--- config.mk ---
export PLATFORM = sky130hd
export DESIGN_NAME = frix_status_led
export DESIGN_NICKNAME = d
export VERILOG_FILES = /design/src/rtl/frix_led_pkg.sv /design/src/rtl/frix_led_stretch.sv /design/src/rtl/frix_status_led.sv
export SDC_FILE = /design/constraint.sdc
export NUM_CORES = 1
export LEC_CHECK = 0
export BUFFER_PORTS_ARGS = -buffer_cell sky130_fd_sc_hd__buf_2
export CORE_ASPECT_RATIO = 0.8
export CORE_MARGIN = 1
export CORE_UTILIZATION = 30
export CTS_BUF_LIST = sky130_fd_sc_hd__clkbuf_8
export CTS_CLUSTER_DIAMETER = 40
export DETAILED_ROUTE_END_ITERATION = 10
export SETUP_SLACK_MARGIN = 0.05
export SLEW_MARGIN = 25
export SYNTH_ARGS = -nofsm -noshare
export SYNTH_HDL_FRONTEND = slang
export SYNTH_SLANG_ARGS = --single-unit
--- constraint.sdc ---
create_clock -name clk_sys -period 2.5 [get_ports clk_sys]
set_clock_uncertainty 0.05 [all_clocks]
set_input_delay 0.125 -clock clk_sys [delete_from_list [all_inputs] [get_ports clk_sys]]
set_output_delay 0.125 -clock clk_sys [all_outputs]
set_load 0.02 [all_outputs]
--- src/rtl/frix_led_pkg.sv ---
// Shared constants for the Frix board status LEDs: LED bit positions and
// parameter defaults used by frix_status_led and frix_led_stretch.
package frix_led_pkg;

  localparam int LED_HB     = 0;
  localparam int LED_ALIVE  = 1;
  localparam int LED_CPU    = 2;
  localparam int LED_SDCD   = 3;
  localparam int LED_SDRST  = 4;
  localparam int LED_SD_LO  = 5;
  localparam int LED_ACT_LO = 10;
  localparam int LED_PS2_LO = 14;

  localparam int STRETCH_CYCLES_DEF = 2500000;
  localparam int HB_W_DEF           = 26;

  // Four activity channels; eight asynchronous pins {ps2_clk, ps2_dat, sd_cmd, sd_dat[3:0], sd_cd}
  localparam int ACT_CH = 4;
  localparam int PIN_W  = 8;

endpackage

--- src/rtl/frix_led_stretch.sv ---
// One activity LED channel: registers the strobe and, when FRIX_LED_STRETCH_EN
// is defined, stretches it so the LED stays lit STRETCH_CYCLES after the last hit.
module frix_led_stretch
  import frix_led_pkg::*;
#(
  parameter int STRETCH_CYCLES = STRETCH_CYCLES_DEF
) (
  input  logic clk_sys,
  input  logic rst,
  input  logic act_in,
  output logic led
);

  if (STRETCH_CYCLES < 1) begin : g_bad_cfg
    $error("frix_led_stretch: STRETCH_CYCLES must be at least 1");
  end

  logic act_q;

  always_ff @(posedge clk_sys or posedge rst) begin
    if (rst) act_q <= 1'b0;
    else     act_q <= act_in;
  end

`ifdef FRIX_LED_STRETCH_EN
  localparam int CNT_W = $clog2(STRETCH_CYCLES + 1);
  localparam logic [CNT_W-1:0] CNT_LOAD = CNT_W'(STRETCH_CYCLES);

  logic [CNT_W-1:0] cnt;

  // Reload wins over decrement so a retrigger restarts the whole window
  always_ff @(posedge clk_sys or posedge rst) begin
    if (rst)              cnt <= '0;
    else if (act_q)       cnt <= CNT_LOAD;
    else if (cnt != '0)   cnt <= cnt - CNT_W'(1);
  end

  assign led = (cnt != '0);
`else
  assign led = act_q;
`endif

endmodule

--- src/rtl/frix_status_led.sv ---
// Nexys4 DDR Frix status LEDs: heartbeat, alive, reset levels, synchronised
// SD/PS2 pin levels and activity channels (stretched when FRIX_LED_STRETCH_EN).
module frix_status_led
  import frix_led_pkg::*;
#(
  parameter int STRETCH_CYCLES = STRETCH_CYCLES_DEF,
  parameter int HB_W           = HB_W_DEF
) (
  input  logic        clk_sys,
  input  logic        rst,
  input  logic        ao486_reset,
  input  logic        sd_reset,
  input  logic [3:0]  act_in,
  input  logic        sd_cd,
  input  logic        sd_cmd,
  input  logic [3:0]  sd_dat,
  input  logic        ps2_clk,
  input  logic        ps2_dat,
  output logic [15:0] led
);

  logic [HB_W-1:0]   hb_cnt;
  logic              alive_q;
  logic              cpu_led_reg;
  logic              sdrst_led_reg;
  logic [PIN_W-1:0]  pin_raw;
  logic [PIN_W-1:0]  pin_sync1_reg;
  logic [PIN_W-1:0]  pin_sync2_reg;
  logic [PIN_W-1:0]  pin_led_reg;
  logic [ACT_CH-1:0] act_led;

  assign pin_raw = {ps2_clk, ps2_dat, sd_cmd, sd_dat, sd_cd};

  always_ff @(posedge clk_sys or posedge rst) begin
    if (rst) begin
      hb_cnt        <= '0;
      alive_q       <= 1'b0;
      cpu_led_reg   <= 1'b0;
      sdrst_led_reg <= 1'b0;
      pin_sync1_reg <= '0;
      pin_sync2_reg <= '0;
      pin_led_reg   <= '0;
    end else begin
      hb_cnt        <= hb_cnt + HB_W'(1);
      alive_q       <= 1'b1;
      cpu_led_reg   <= ~ao486_reset;
      sdrst_led_reg <= ~sd_reset;
      pin_sync1_reg <= pin_raw;
      pin_sync2_reg <= pin_sync1_reg;
      pin_led_reg   <= ~pin_sync2_reg;
    end
  end

  for (genvar gi = 0; gi < ACT_CH; gi++) begin : g_act
    frix_led_stretch #(
      .STRETCH_CYCLES(STRETCH_CYCLES)
    ) u_stretch (
      .clk_sys(clk_sys),
      .rst    (rst),
      .act_in (act_in[gi]),
      .led    (act_led[gi])
    );
  end

  always_comb begin
    led                        = '0;
    led[LED_HB]                = hb_cnt[HB_W-1];
    led[LED_ALIVE]             = alive_q;
    led[LED_CPU]               = cpu_led_reg;
    led[LED_SDCD]              = pin_led_reg[0];
    led[LED_SDRST]             = sdrst_led_reg;
    led[LED_SD_LO +: 5]        = pin_led_reg[5:1];
    led[LED_ACT_LO +: ACT_CH]  = act_led;
    led[LED_PS2_LO +: 2]       = pin_led_reg[7:6];
  end

endmodule

==> results.json <==
{
  "status": "finished, final reports clean",
  "required_ps": 2680,
  "grt_max_degree": 33,
  "syn_area_per_cell_sq_um": 13.7,
  "fp-row-count": 26,
  "drt-met1-wl_mm": 1.46,
  "hold_slack_ps": 292,
  "cp-start-kind": "flop",
  "grt.total_usage_pct": 10.9,
  "slew_headroom_pct": 56.1,
  "clkTransAtPathRegs_ps": 70,
  "worst-setup-path-type": "reg2reg",
  "grt_pass1_wl_mm": 5.42,
  "antenna_found_initial": 0,
  "rsz0062_at_grt": "no",
  "crit_path_end_kind": "flop",
  "netlist_top_cells_area": "dfrtp_1 (71%), xnor2_1 (7.8%), buf_4 (3.0%)",
  "final.setup.tns_ps": 0,
  "die_area_sq_um": 7080,
  "period_share_pct": 65.3,
  "mostFrequentLayoutCells": "dfrtp_1 (57), buf_2 (31), xnor2_1 (18)",
  "antenna_cells": 0,
  "yosysSeqAreaShare_pct": 70.5,
  "die_y_microns": 75.5,
  "synth_area_leader_cell": "dfrtp_1",
  "syn_to_final_growth_pct": 28.9,
  "initial_core_util_pct": 31.4,
  "hold_path.class": "reg2reg",
  "crit_path_max_fanout": 4,
  "timing.max_cap.violations": 0,
  "postCtsSetupRepairBufs": 0,
  "ctsLongestPathBuffers": 2,
  "hold_viol": 0,
  "largest_reg_flops": 26,
  "drt_iter0_drc": 50,
  "ant_nets": 0,
  "pre_cts_ws_ps": 859,
  "highest_layer": "met4",
  "syn_inst": 148,
  "post-route-util_pct": 40.5,
  "yosysWarnings": 0,
  "via_per_inst": 4.11,
  "met3_length_microns": 222,
  "synth_top_area_share_pct": 70.5,
  "ir_drop_v": 0.000517,
  "synth_area_sq_um": 2020,
  "ioPinCount": 32,
  "wl_per_cell_microns": 10.7,
  "grt_overflow": 0,
  "worst_pin_slew_ps": 657,
  "syn_nets": 165,
  "setup_violations": 0,
  "first_pass_iters": 4,
  "power_density_nw_per_um2": 764,
  "die_w_microns": 93.8,
  "clkLatencyLatePin_ps": 330,
  "gp_routability_congestion": 0.723,
  "numCtsBuffers": 9,
  "timing.final.crit_period_ps": 1630,
  "synth-seq-cells": 57,
  "setup_ws_ps": 868,
  "max_freq_mhz": 613,
  "dr_wl_met2_mm": 1.32,
  "cts_resized": 0,
  "final_nets": 215,
  "portBuffers": 31,
  "drc": 0,
  "total_leakage_power_nw": 1.22,
  "arrival_ps": 1810,
  "top_register": "hb_cnt",
  "wl_mm": 3.07,
  "hpwl_mm": 2.03,
  "htreeDepth": 3,
  "vias": 1181,
  "drive_gt1_share_pct": 27.1,
  "clkSinkCount": 57,
  "final_common_cell": "dfrtp_1",
  "synth_cell_types": 19,
  "power_mw": 1.99,
  "grt_pass1_vias": 1201,
  "coreArea_sq_um": 6440,
  "root_buffer": "clkbuf_8",
  "cts_tree": "built",
  "drv_slew": 0
}
-- per-layer routing --
metal | vias up | GRT usage [%]
met4 | 0 | 5.13
met1 | 563 | 12.5
met2 | 35 | 15.6
met5 | - | 0
met3 | 9 | 7.78
li1 | 574 | -
-- power breakdown --
group | switching [mW] | internal (mW)
registers | 0.00593 | 0.947
logic | 0.0452 | 0.0339
clock network | 0.370 | 0.591
total | 0.422 | 1.57
-- final cells by class --
cell class                      instances  area, sq um
Clock inverter                          6         90.1
Tap cell                               84          105
Fill cell                             623         3830
Inverter                               14         52.6
Timing Repair Buffer                   47          313
Multi-Input combinational cell         69          484
Clock buffer                           10          138
Sequential cell                        57         1430
-- cell usage after synthesis (all sizes together) --
library cell,count
buf,8
and4,1
nor2,6
ha,1
nand2,8
nor4,2
and3,3
nor3,3
xnor2,18
inv,14
nand4,10
dfrtp,57
xor2,6
nand3,10
conb,1
-- stage by stage --
| step | instance area (sq um) | instances |
|---|---|---|
| floorplan | 2020 | 148 |
| global placement | 2230 | 256 |
| detailed placement | 2230 | 256 |
| CTS | 2610 | 287 |
| global route | 2610 | 287 |
| finish | 2610 | 287 |
-- path summary, 6_finish.rpt --
check	startpoint	end	slack [ps]	cells past startpoint
setup reg to reg	hb_cnt[0]	hb_cnt[24]	870	5
setup / recovery	hb_cnt[0]	hb_cnt[24]	870	5
max in group asynchronous	rst	pin_sync1_reg[1]	1220	4
hold reg to reg	pin_sync1_reg[1]	pin_sync2_reg[1]	290	0
hold / removal	pin_sync1_reg[1]	pin_sync2_reg[1]	290	0
min in group asynchronous	rst	pin_led_reg[4]	380	3
-- critical path, cell delays in order, from the launching register on --
cell	delay [ps]
dfrtp_1	380
ha_1	240
nand4_1	220
nor4_2	330
nand3_1	150
xnor2_1	150
-- cells by family (layout without fill, tap and decap cells) --
family | after synthesis | count (layout) | share of synthesized area, %
xor+xnor | 24 | 24 | 10.4
flops | 57 | 57 | 70.5
other cells | 1 | 1 | 0.185
buf+inv | 22 | 77 | 5.57
fa+ha+maj | 1 | 1 | 0.618
simple gates | 43 | 43 | 12.7
-- timing repair --
action                                  4_1_cts  5_1_grt
hold endpoints to repair                     45        0
hold buffers                                 15        0
endpoints found under the setup margin        0        0
No activity file was read; power rests on OpenSTA's default activity.
